[config.mk]
export PLATFORM = sky130hd
export DESIGN_NAME = calc_ctrl_fsm_flat
export DESIGN_NICKNAME = d
export VERILOG_FILES = /design/src/rtl/calc_pkg.sv /design/src/rtl/calc_ctrl_fsm_if.sv /design/src/rtl/calc_key_event.sv /design/src/rtl/calc_ctrl_fsm.sv /design/src/flat_wrapper.sv
export SDC_FILE = /design/constraint.sdc
export NUM_CORES = 1
export LEC_CHECK = 0
export CAP_MARGIN = 20
export CORE_UTILIZATION = 45
export DETAILED_ROUTE_END_ITERATION = 6
export PLACE_DENSITY = 0.72
export SYNTH_ARGS = -nofsm -noshare
export SYNTH_HDL_FRONTEND = slang
export SYNTH_HIERARCHICAL = 1
export SYNTH_SLANG_ARGS = --single-unit
[constraint.sdc]
create_clock -name clk -period 2.8 [get_ports clk]
set_input_delay 0.84 -clock clk [delete_from_list [all_inputs] [get_ports clk]]
set_output_delay 0.84 -clock clk [all_outputs]
set_load 0.01 [all_outputs]
[src/rtl/calc_pkg.sv]
// rtl/calc_pkg.sv - shared key codes, state encoding and display codes for the calculator controller
package calc_pkg;

    localparam logic [3:0] KEY_EQ  = 4'd10;
    localparam logic [3:0] KEY_AC  = 4'd11;
    localparam logic [3:0] KEY_ADD = 4'd12;
    localparam logic [3:0] KEY_SUB = 4'd13;
    localparam logic [3:0] KEY_MUL = 4'd14;
    localparam logic [3:0] KEY_DIV = 4'd15;

    localparam logic [1:0] DISP_A   = 2'd0;
    localparam logic [1:0] DISP_B   = 2'd1;
    localparam logic [1:0] DISP_RES = 2'd2;
    localparam logic [1:0] DISP_ERR = 2'd3;

    localparam logic [3:0] ERR_NIBBLE = 4'hE;

    typedef enum logic [2:0] {
        ST_ENTER_A  = 3'd0,
        ST_ENTER_B  = 3'd1,
        ST_START    = 3'd2,
        ST_WAIT_ALU = 3'd3,
        ST_SHOW_RES = 3'd4,
        ST_ERROR    = 3'd5
    } calc_state_t;

    function automatic logic is_digit(input logic [3:0] k);
        return (k < KEY_EQ);
    endfunction

    // Operator codes occupy the top of the code space (ADD..DIV).
    function automatic logic is_op(input logic [3:0] k);
        return (k >= KEY_ADD);
    endfunction

endpackage

[src/rtl/calc_ctrl_fsm_if.sv]
// rtl/calc_ctrl_fsm_if.sv - keypad, ALU and display bundle between calculator controller and its neighbours
//  master: keypad/ALU side (drives key_*, alu_res/alu_done/alu_err)
//  slave : controller side (drives num1/num2/operation/alu_start/disp_*/err_flag/busy)
interface calc_ctrl_fsm_if #(
    parameter int DIGITS = 4
);
    localparam int W = 4 * DIGITS;

    logic         key_valid;
    logic [3:0]   key_code;
    logic [W-1:0] alu_res;
    logic         alu_done;
    logic         alu_err;
    logic [W-1:0] num1;
    logic [W-1:0] num2;
    logic [3:0]   operation;
    logic         alu_start;
    logic [W-1:0] disp_data;
    logic [1:0]   disp_sel;
    logic         err_flag;
    logic         busy;

    modport master (
        output key_valid, key_code, alu_res, alu_done, alu_err,
        input  num1, num2, operation, alu_start, disp_data, disp_sel, err_flag, busy
    );

    modport slave (
        input  key_valid, key_code, alu_res, alu_done, alu_err,
        output num1, num2, operation, alu_start, disp_data, disp_sel, err_flag, busy
    );

endinterface

[src/rtl/calc_key_event.sv]
// rtl/calc_key_event.sv - key press/release detector producing a one-cycle event on release
//  clk, reset          : clock, synchronous active-high reset
//  key_valid, key_code : debounced key level and code
//  key_evt             : one-cycle pulse after a release of an armed key
//  key_val             : code latched at the press
module calc_key_event (
    input  logic       clk,
    input  logic       reset,
    input  logic       key_valid,
    input  logic [3:0] key_code,
    output logic       key_evt,
    output logic [3:0] key_val
);

    logic prev;
    logic armed;

    always_ff @(posedge clk) begin
        if (reset) begin
            // Pretend the key was already held so a key pressed through reset
            // produces no rising edge and therefore never arms.
            prev    <= 1'b1;
            armed   <= 1'b0;
            key_evt <= 1'b0;
            key_val <= 4'd0;
        end else begin
            prev    <= key_valid;
            key_evt <= 1'b0;
            if (key_valid && !prev) begin
                key_val <= key_code;
                armed   <= 1'b1;
            end else if (!key_valid && prev && armed) begin
                key_evt <= 1'b1;
                armed   <= 1'b0;
            end
        end
    end

endmodule

[src/rtl/calc_ctrl_fsm.sv]
// rtl/calc_ctrl_fsm.sv - calculator control FSM: operand entry, ALU handshake, chaining, error lock
//  clk, reset : clock, synchronous active-high reset
//  bus        : slave side of calc_ctrl_fsm_if (keys and ALU in; operands, ALU start, display out)
module calc_ctrl_fsm
    import calc_pkg::*;
#(
    parameter int DIGITS      = 4,
    parameter int ALU_TIMEOUT = 15,
    parameter int CHAIN_EN    = 1
) (
    input  logic            clk,
    input  logic            reset,
    calc_ctrl_fsm_if.slave  bus
);

    localparam int W  = 4 * DIGITS;
    localparam int CW = $clog2(DIGITS + 1);
    localparam int TW = $clog2(ALU_TIMEOUT + 1);

    logic       key_evt;
    logic [3:0] key_val;

    calc_key_event u_key_event (
        .clk       (clk),
        .reset     (reset),
        .key_valid (bus.key_valid),
        .key_code  (bus.key_code),
        .key_evt   (key_evt),
        .key_val   (key_val)
    );

    calc_state_t  state_q, state_n;
    logic [W-1:0] num1_q, num1_n;
    logic [W-1:0] num2_q, num2_n;
    logic [3:0]   op_q, op_n;
    logic [3:0]   pend_op_q, pend_op_n;
    logic         pend_q, pend_n;
    logic [CW-1:0] count_q, count_n;
    logic [W-1:0] res_q, res_n;
    logic [TW-1:0] timer_q, timer_n;
    logic         do_clear;

    always_ff @(posedge clk) begin
        if (reset) begin
            state_q   <= ST_ENTER_A;
            num1_q    <= '0;
            num2_q    <= '0;
            op_q      <= 4'd0;
            pend_op_q <= 4'd0;
            pend_q    <= 1'b0;
            count_q   <= '0;
            res_q     <= '0;
            timer_q   <= '0;
        end else begin
            state_q   <= state_n;
            num1_q    <= num1_n;
            num2_q    <= num2_n;
            op_q      <= op_n;
            pend_op_q <= pend_op_n;
            pend_q    <= pend_n;
            count_q   <= count_n;
            res_q     <= res_n;
            timer_q   <= timer_n;
        end
    end

    always_comb begin
        state_n   = state_q;
        num1_n    = num1_q;
        num2_n    = num2_q;
        op_n      = op_q;
        pend_op_n = pend_op_q;
        pend_n    = pend_q;
        count_n   = count_q;
        res_n     = res_q;
        timer_n   = timer_q;
        do_clear  = 1'b0;

        unique case (state_q)
            ST_ENTER_A: begin
                if (key_evt) begin
                    if (is_digit(key_val)) begin
                        if (count_q < CW'(DIGITS)) begin
                            num1_n  = {num1_q[W-5:0], key_val};
                            count_n = count_q + CW'(1);
                        end
                    end else if (is_op(key_val)) begin
                        op_n    = key_val;
                        num2_n  = '0;
                        count_n = '0;
                        state_n = ST_ENTER_B;
                    end else if (key_val == KEY_AC) begin
                        num1_n  = '0;
                        count_n = '0;
                    end
                end
            end
            ST_ENTER_B: begin
                if (key_evt) begin
                    if (is_digit(key_val)) begin
                        if (count_q < CW'(DIGITS)) begin
                            num2_n  = {num2_q[W-5:0], key_val};
                            count_n = count_q + CW'(1);
                        end
                    end else if (is_op(key_val)) begin
                        if (count_q == '0) begin
                            op_n = key_val;
                        end else if (CHAIN_EN != 0) begin
                            // Compute now; the new operator is applied once the result is back.
                            pend_op_n = key_val;
                            pend_n    = 1'b1;
                            state_n   = ST_START;
                        end
                    end else if (key_val == KEY_EQ) begin
                        if (count_q != '0) begin
                            pend_n  = 1'b0;
                            state_n = ST_START;
                        end
                    end else begin
                        if (count_q != '0) begin
                            num2_n  = '0;
                            count_n = '0;
                        end else begin
                            do_clear = 1'b1;
                        end
                    end
                end
            end
            ST_START: begin
                timer_n = '0;
                state_n = ST_WAIT_ALU;
            end
            ST_WAIT_ALU: begin
                if (bus.alu_done) begin
                    if (bus.alu_err) begin
                        state_n = ST_ERROR;
                    end else begin
                        res_n = bus.alu_res;
                        if (pend_q) begin
                            num1_n  = bus.alu_res;
                            num2_n  = '0;
                            op_n    = pend_op_q;
                            pend_n  = 1'b0;
                            count_n = '0;
                            state_n = ST_ENTER_B;
                        end else begin
                            state_n = ST_SHOW_RES;
                        end
                    end
                end else if (timer_q == TW'(ALU_TIMEOUT)) begin
                    state_n = ST_ERROR;
                end else begin
                    timer_n = timer_q + TW'(1);
                end
            end
            ST_SHOW_RES: begin
                if (key_evt) begin
                    if (is_digit(key_val)) begin
                        num1_n  = {{(W-4){1'b0}}, key_val};
                        num2_n  = '0;
                        count_n = CW'(1);
                        state_n = ST_ENTER_A;
                    end else if (is_op(key_val)) begin
                        num1_n  = res_q;
                        num2_n  = '0;
                        op_n    = key_val;
                        count_n = '0;
                        state_n = ST_ENTER_B;
                    end else if (key_val == KEY_EQ) begin
                        // Repeat the last operation with the result as the new left operand.
                        num1_n  = res_q;
                        state_n = ST_START;
                    end else begin
                        do_clear = 1'b1;
                    end
                end
            end
            ST_ERROR: begin
                if (key_evt && key_val == KEY_AC) begin
                    do_clear = 1'b1;
                end
            end
            default: begin
                state_n = ST_ENTER_A;
            end
        endcase

        if (do_clear) begin
            state_n   = ST_ENTER_A;
            num1_n    = '0;
            num2_n    = '0;
            op_n      = 4'd0;
            pend_op_n = 4'd0;
            pend_n    = 1'b0;
            count_n   = '0;
            res_n     = '0;
            timer_n   = '0;
        end
    end

    always_comb begin
        bus.num1      = num1_q;
        bus.num2      = num2_q;
        bus.operation = op_q;
        bus.alu_start = 1'b0;
        bus.busy      = 1'b0;
        bus.err_flag  = 1'b0;
        bus.disp_sel  = DISP_A;
        bus.disp_data = num1_q;
        unique case (state_q)
            ST_ENTER_A: begin
            end
            ST_ENTER_B: begin
                // Left operand stays on display until the first B digit arrives.
                if (count_q != '0) begin
                    bus.disp_sel  = DISP_B;
                    bus.disp_data = num2_q;
                end
            end
            ST_START: begin
                bus.alu_start = 1'b1;
                bus.busy      = 1'b1;
                bus.disp_sel  = DISP_RES;
                bus.disp_data = res_q;
            end
            ST_WAIT_ALU: begin
                bus.busy      = 1'b1;
                bus.disp_sel  = DISP_RES;
                bus.disp_data = res_q;
            end
            ST_SHOW_RES: begin
                bus.disp_sel  = DISP_RES;
                bus.disp_data = res_q;
            end
            ST_ERROR: begin
                bus.err_flag  = 1'b1;
                bus.disp_sel  = DISP_ERR;
                bus.disp_data = {DIGITS{ERR_NIBBLE}};
            end
            default: begin
            end
        endcase
    end

endmodule

[src/flat_wrapper.sv]
// flat-port wrapper written by rule: the top's interface ports become plain ports
module calc_ctrl_fsm_flat import calc_pkg::*;
#(
    parameter int DIGITS      = 4,
    parameter int ALU_TIMEOUT = 15,
    parameter int CHAIN_EN    = 1
)
  (clk, reset, bus_key_valid, bus_key_code, bus_alu_res, bus_alu_done, bus_alu_err, bus_num1, bus_num2, bus_operation, bus_alu_start, bus_disp_data, bus_disp_sel, bus_err_flag, bus_busy);
  calc_ctrl_fsm_if #(.DIGITS(DIGITS)) bus_i ();
  input  logic clk;
  input  logic reset;
  input wire logic [$bits(bus_i.key_valid)-1:0] bus_key_valid;
  input wire logic [$bits(bus_i.key_code)-1:0] bus_key_code;
  input wire logic [$bits(bus_i.alu_res)-1:0] bus_alu_res;
  input wire logic [$bits(bus_i.alu_done)-1:0] bus_alu_done;
  input wire logic [$bits(bus_i.alu_err)-1:0] bus_alu_err;
  output wire logic [$bits(bus_i.num1)-1:0] bus_num1;
  output wire logic [$bits(bus_i.num2)-1:0] bus_num2;
  output wire logic [$bits(bus_i.operation)-1:0] bus_operation;
  output wire logic [$bits(bus_i.alu_start)-1:0] bus_alu_start;
  output wire logic [$bits(bus_i.disp_data)-1:0] bus_disp_data;
  output wire logic [$bits(bus_i.disp_sel)-1:0] bus_disp_sel;
  output wire logic [$bits(bus_i.err_flag)-1:0] bus_err_flag;
  output wire logic [$bits(bus_i.busy)-1:0] bus_busy;
  assign bus_i.key_valid = bus_key_valid;
  assign bus_i.key_code = bus_key_code;
  assign bus_i.alu_res = bus_alu_res;
  assign bus_i.alu_done = bus_alu_done;
  assign bus_i.alu_err = bus_alu_err;
  assign bus_num1 = bus_i.num1;
  assign bus_num2 = bus_i.num2;
  assign bus_operation = bus_i.operation;
  assign bus_alu_start = bus_i.alu_start;
  assign bus_disp_data = bus_i.disp_data;
  assign bus_disp_sel = bus_i.disp_sel;
  assign bus_err_flag = bus_i.err_flag;
  assign bus_busy = bus_i.busy;
  calc_ctrl_fsm #(.DIGITS(DIGITS), .ALU_TIMEOUT(ALU_TIMEOUT), .CHAIN_EN(CHAIN_EN)) u_core (.clk(clk), .reset(reset), .bus(bus_i));
endmodule
# After elaboration in Yosys (flattened, before gate mapping)
# Index checks and enable logic that the tools add are counted.
dict set report classes {
  div 0
  muxes 107
  magnitude_cmp 3
  shifts 0
  n_eq_ne 38
  bitwise_logic 4
  multipliers 0
  n_reduce_logical 29
  addsub 2
}
# cell n
set ops {}
lappend ops {{$mux W16} 27}
lappend ops {{$mux W3} 33}
lappend ops {{$pmux W16 S3} 2}
lappend ops {{$pmux W16 S4} 1}
lappend ops {{$mux W4} 12}
lappend ops {{$reduce_and A12 Y1} 3}
lappend ops {{$mux W1} 25}
lappend ops {{$ne A2 B2 Y1 const B} 10}
lappend ops {{$ne A3 B2 Y1 const B} 6}
lappend ops {{$pmux W3 S6} 1}
lappend ops {{$ne A3 B1 Y1 const B} 5}
lappend ops {{$eq A4 B4 Y1 const B} 3}
lappend ops {{$ne A2 B1 Y1 const B} 6}
lappend ops {{$pmux W3 S4} 1}
lappend ops {{$pmux W4 S3} 1}
lappend ops {{$reduce_and A11 Y1} 1}
lappend ops {{$reduce_and A10 Y1} 1}
lappend ops {{$reduce_bool A3 Y1} 3}
lappend ops {{$ne A4 B1 Y1 const B} 2}
lappend ops {{$pmux W4 S2} 1}
lappend ops {{$reduce_and A8 Y1} 1}
lappend ops {{$reduce_or A2 Y1} 4}
lappend ops {{$eq A3 B2 Y1 const B} 2}
lappend ops {{$eq A3 B3 Y1 const B} 2}
lappend ops {{other kinds (19)} 30}
dict set report word_totals {
  romBits 0
  mem_bits_rw 0
  n_memories 0
  latch_bits 0
  in_bits 25
  out_inout_bits 57
  ff_bits 74
}

# Longest topological paths before layout
dict set report logic_depth {
  word_depth 8
  ltp_mapped 9
  mapped_depth_nobuf 7
}

# Cells and area by module
# The synthesis kept the hierarchy.
# mod n_inst area_each_um2 seq_area_each_um2 cells_per_inst
set modules_own_cells {}
lappend modules_own_cells {calc_ctrl_fsm 1 3689.8 1341.3 434}
lappend modules_own_cells {calc_key_event 1 296.5 140.1 28}

# Worst setup path before layout
# OpenSTA, ideal clock, no wires.
dict set report synth_path {
  kind {register to output}
  start {register u_core.count_q[0]}
  end {output bus_disp_data[10]}
  n_path_buf 1
  stages_incl_launch_ff 8
  arrival_time_ns 1.752
  slack_ns 0.208
  path_cell_list {dfxtp_1 > inv_1 > ha_1 > nor2b_1 > nor3_1 > clkbuf_1 > a22oi_1 > nand3_1}
}
dict set report synth_via {
  elab_chain_cells 3
}
# item line_no
set synth_rtl {}
lappend synth_rtl {{start, declared} calc_ctrl_fsm.sv:38} ;# logic [CW-1:0] count_q, count_n;
lappend synth_rtl {{start signal, assigned} calc_ctrl_fsm.sv:61} ;# count_q <= count_n;
lappend synth_rtl {{$reduce_bool A3 Y1} calc_ctrl_fsm.sv:215} ;# if (count_q != '0) begin
lappend synth_rtl {{$mux W16} calc_ctrl_fsm.sv:215}
lappend synth_rtl {{$pmux W16 S3} calc_ctrl_fsm.sv:210} ;# unique case (state_q)
lappend synth_rtl {{end, declared} flat_wrapper.sv:21} ;# output wire logic [$bits(bus_i.disp_data)-1:0] bus_disp_data;
# No other way between the ends.

# Worst setup path in the final report
dict set report layout_path {
  start {register u_core.count_q[1]}
  end {output bus_disp_data[0]}
}
# Same word-level chain as after synthesis.

==> impl_metrics.toml <==
[synth]
yosys-top-cells-count = "77 x nand2_1, 74 x dfxtp_1, 44 x a21oi_1"
synthCells = 462
yosysTopAreaCell = "dfxtp_1"
synth_area_leaders = "dfxtp_1 37%, nand2_1 7.3%, a21oi_1 5.5%, a222oi_1 4.0%, a22o_1 3.3%"
synth_top_cell_area_share_pct = 37.16
ys_types = 65
ys_ff_latch = 74
netlist_area_mm2 = 0.003986
synthArstFlopShare_pct = 0
postSynthAreaPerCell_um2 = 8.628
synth_edf_count = 0
ys_seq_area_share_pct = 37.16
yosysWarnings = 6
synth.most_common_cell = "nand2_1"
synth.net_count = 490
ys.flop_type = "dfxtp_1"

[worst_setup_path]
r2r_slack_ns = 0.56
path_class = "reg -> out"
r2r_start = "u_core/state_q[1]$_SDFFE_PP0P_"
cp-end-kind = "primary output"
critical_path_arrival_ns = 2.12
worstPathRequired_ns = 1.96
crit_path_max_fanout = 6
startpoint = "u_core/count_q[1]$_SDFFE_PP0P_"
worstSetupStartpointType = "flip-flop"

[clock_tree]
ctsLongestPathBuffers = 2
cts.clk_slew.worst_paths_ns = 0.08
clkLatencyLatePin_ns = 0.35
cts_max_level = 3
numCtsBuffers = 9
cts_tree = "yes"
cts-root-buf = "clkbuf_8"
ctsHoldBuffers = 0
cts_sinks = 74

[detailed_routing]
viasPerCell = 6.207
vias = 4283
remaining_drc_errors = 0
drt_wl_total_um = 13460
dr.pass1.iters = 6
ant_nets = 0
dr.first_iter.drc_count = 453
wl_per_cell_um = 19.51

[timing]
final-hold-violation-count = 0
fmax_ghz = 0.3376
finalCritPeriodShare_pct = 105.8
drv_slew = 0
finalSetupViolations = 16
rsz0062_at_grt = "true"
maxSlewHeadroom_pct = 65.36
fin_ws_ns = -0.1625
tightest_slew_ns = 0.5184
period_minus_slack_ns = 2.963
fin_skew_ns = 0.008475

[die]
fp.dieW_um = 96.12
fp.dieH_um = 96.12
die-area_mm2 = 0.009239
ioPinCount = 82
design.core.area_mm2 = 0.008382
initial_core_util_pct = 47.56
rows = 33

[grt]
grt_first_pass_wirelength_um = 20620
grt.overflow.total = 0
grt_pass1_vias = 3946
grt_max_degree = 41
grt_util_all_layers_pct = 29.53
antenna_found_initial = 0

[placement]
dp_hpwl_um = 9301
io_buffers = 81
place_congestion = 1.012
place_area_mm2 = 0.005021

[power]
pwr-share-comb_pct = 6.5
switchingPower_uw = 513.5
internal_power_uw = 1641
pwr-share-clk_pct = 43.8
total_leakage_power_uw = 0.002068
total_power_uw = 2154
seq_power_share_pct = 49.7
peakVddDrop_mv = 0.3110
power_density_mw_per_mm2 = 391.1
swShare_pct = 23.84

[status]
outcome = "finished with violations"
violations = "setup timing"

[min_path]
hold_class = "reg -> reg"
min_from = "u_core/u_key_event/armed$_SDFFE_PP0P_"

[job]
maxCapViolCount = 0

[layout]
n_antenna_cell = 0
syn2layout_area_growth_pct = 38.17
fin_nets = 608
drive_gt1_share_pct = 24.96
design_area_mm2 = 0.005508
-- repair_timing --
item | CTS | global route
pin swaps | 13 | 11
setup buffers | 17 | 4
cloned | 1 | 0
resized for setup | 84 | 15
setup endpoints to repair | 18 | 20
-- cell type report --
class / instances / area [µm²]
clock inverter: 7 / 100.1
clock buffer: 9 / 123.9
tap: 105 / 131.4
sequential: 74 / 1488
timing repair buffer: 142 / 1311
fill: 699 / 2874
inverter: 14 / 52.55
multi-input combinational: 339 / 2301
-- metrics by stage --
stage,cells,setup TNS [ns],hold slack (ns),worst slack [ns],util (%)
after detailed placement,652,-1.476,0.4260,-0.1657,59.90
after CTS,686,-0.8852,0.4467,-0.1332,64.43
after floorplan,462,0,0.4051,0.2079,-
after global routing,690,-3.326,0.4784,-0.2966,65.71
after global placement,652,-0.7169,0.4280,-0.1443,59.90
final,690,-1.636,0.4447,-0.1625,65.71
-- registers in the layout (all words and copies together) (netlist names) --
name	cells
u_core/res_q	16
u_core/u_key_event/armed	1
u_core/state_q	3
u_core/bus.num1	16
u_core/count_q	3
u_core/u_key_event/key_val	4
u_core/timer_q	4
u_core/bus.num2	16
u_core/pend_op_q	4
u_core/bus.operation	4
u_core/u_key_event/key_evt	1
u_core/pend_q	1
u_core/u_key_event/prev	1
-- final timing paths --
check | endpoint | cells after the start
max | bus_disp_data[0] | 9
min | u_core/u_key_event/key_evt$_SDFF_PP0_ | 2
max reg2reg | u_core/bus.num1[3]$_SDFFE_PP0P_ | 7
min reg2reg | u_core/u_key_event/key_evt$_SDFF_PP0_ | 2
-- cell usage in the layout, fill, tap and decap left out, types with 15 or more instances in the layout --
master           netlist  routed
a21oi_1               44      44
a222oi_1              16      16
a22o_1                15      15
buf_4                  5      53
clkdlybuf4s50_1        0      64
dfxtp_1               74      69
nand2_1               77      72
nand3_1               22      18
nor2_1                22      22
o21ai_0               17      17
-- power groups by stage --
stage	clock (µW)	combinational [µW]	sequential (µW)
5_1_grt	1010	149	1070
4_1_cts	957	138	1070
3_3_place_gp	0	139	1090
3_5_place_dp	0	140	1090
6_report	944	140	1070
2_1_floorplan	0	69.4	1090
-- kinds of logic after synthesis --
logic type,count (synthesis),share of synthesized area (%)
compound gates,164,31.92
xor+xnor,2,0.4395
fa+ha+maj,3,0.9417
buf+inv,49,7.282
flops,74,37.16
mux,3,0.7533
simple gates,167,21.50
-- layer usage --
metal  GRT usage (%)  part of all wire [%]  vias up  wire length, µm
li1                -                     -     1959                -
met1           41.83                    43     2045             5789
met2           44.74                    45      257             6087
met3           4.739                   9.6       22             1293
met4           10.95                   2.1        0              288
met5               0                     0        -                0
-- critical path, stage by stage (launching register included) --
cell and delay [ns]:
dfxtp_2 0.34, inv_2 0.05, ha_4 0.15, or2b_1 0.19
a211oi_2 0.07, a21o_2 0.23, buf_12 0.14, a222oi_1 0.38
inv_1 0.07, buf_2 0.15
No activity file was read; power rests on OpenSTA's default activity.
==> edit (config.mk and constraints unchanged) <==
Re-encode `calc_state_t` (6 states) as one-hot, 6 bits wide.
--- a/src/rtl/calc_pkg.sv
+++ b/src/rtl/calc_pkg.sv
@@ -16,11 +16,11 @@
     localparam logic [3:0] ERR_NIBBLE = 4'hE;
 
-    typedef enum logic [2:0] {
-        ST_ENTER_A  = 3'd0,
-        ST_ENTER_B  = 3'd1,
-        ST_START    = 3'd2,
-        ST_WAIT_ALU = 3'd3,
-        ST_SHOW_RES = 3'd4,
-        ST_ERROR    = 3'd5
+    typedef enum logic [5:0] {
+        ST_ENTER_A  = 6'b000001,
+        ST_ENTER_B  = 6'b000010,
+        ST_START    = 6'b000100,
+        ST_WAIT_ALU = 6'b001000,
+        ST_SHOW_RES = 6'b010000,
+        ST_ERROR    = 6'b100000
     } calc_state_t;
 
Formal check against the unedited RTL: no difference found for any inputs over 4 cycles, from zero or initial values and one cycle with reset high; so few cycles prove little.
==> edit against the unedited design <==
The flow still finishes with violations (setup timing); routed wire length shrank 3.2%; synthesized area fell by 2.9%; worst setup slack lost 0.21 ns; total power grew 6.1%; sequential cell count up 3; cell area is 1.3% lower; cell count is the same; synthesized cell count fell by 1.1%; critical endpoint is now bus_disp_data[5].
==> edit: results (changes against the unedited design) <==
| Metric | Value |
|---|---|
| Post-synth top cells | `nand2_1, dfxtp_1, nor2_1` |
| Leading post-synthesis cells by cell area | `dfxtp_1, nand2_1, a222oi_1` |
| Slew @ Worst Pin | `0.566 ns (+0.0476 ns)` |
| Post-synthesis compound-gate area fraction | `27.4% (-4.5 points)` |
| Critical R2R Launch | `u_core/state_q[2]` |
| GPL Wtd Cong | `0.923 (-8.8%)` |
| Inst Count DP | `668 (+2.5%)` |
| Worst Setup EP | `bus_disp_data[5]` |
| Adder-Cell Fraction of Synth Area | `0.970% (+0.028 points)` |
| Pleak | `0.00210 uW (+1.8%)` |
| Status | `finished, violations left` |
| Clock Skew | `0.0189 ns (+0.0104 ns)` |
| Setup ws final | `-0.375 ns (-0.212 ns)` |
| Final setup viols | `19 (+3)` |
| Via count | `4154 (-3.0%)` |
| R2R Path End | `u_core/bus.num1[10]` |
| Setup tns final | `-5.31 ns (-3.67 ns)` |
| Met1 usage | `41.0% (-0.81 points)` |
| Failing checks | `setup timing` |
| Initial DRC Count | `456 (+0.66%)` |
| M1 WL | `5610 um (-3.1%)` |
| Max IR drop VDD | `0.342 mV (+10%)` |
| WL final | `13000 um (-3.2%)` |
| Proportion of layout cells with a drive suffix above 1 | `22.9% (-2.1 points)` |
| First-pass DRT Iterations | `7 (+1)` |
| Flop2flop setup slack | `0.29 ns (-0.27 ns)` |
| Wire length on met3 | `1080 um (-17%)` |
| Hold Slack | `0.447 ns (+0.00179 ns)` |
| Seq/Total Area, Yosys | `39.8% (+2.7 points)` |
| Wire length of the first global-routing pass | `20400 um (-1.1%)` |
==> edit: what timing repair did <==
item,4_1_cts,5_1_grt
gates resized for setup,92,9
pin swaps,7,6
cloned,0,1
endpoints found under the setup margin,21,19
buffers inserted,4,1
==> edit: final cells by class <==
cell class	instances	area [um2]
inverters	12	47.5
clock inverters	6	93.8
repair buffers	146	1310
fillers	711	2820
multi-input cells	334	2190
clock buffers	10	128
flip-flops and latches	77	1540
well taps	105	131
==> edit: critical path, stage by stage, from the launching register on <==
cell and delay, ns:
dfxtp_2 0.32, or4_4 0.53, or3b_4 0.41, nand2b_4 0.09
o21ai_4 0.10, buf_6 0.16, buf_6 0.12, nand2_2 0.07
nand2_1 0.05, buf_2 0.15
==> edit: where the power goes <==
group	total (uW)	internal [uW]	leakage [uW]	switching, uW
clock network	944	510	0.000107	434
logic	212	113	0.00137	98.9
registers	1130	1110	0.000623	19.7
total	2290	1730	0.00210	552
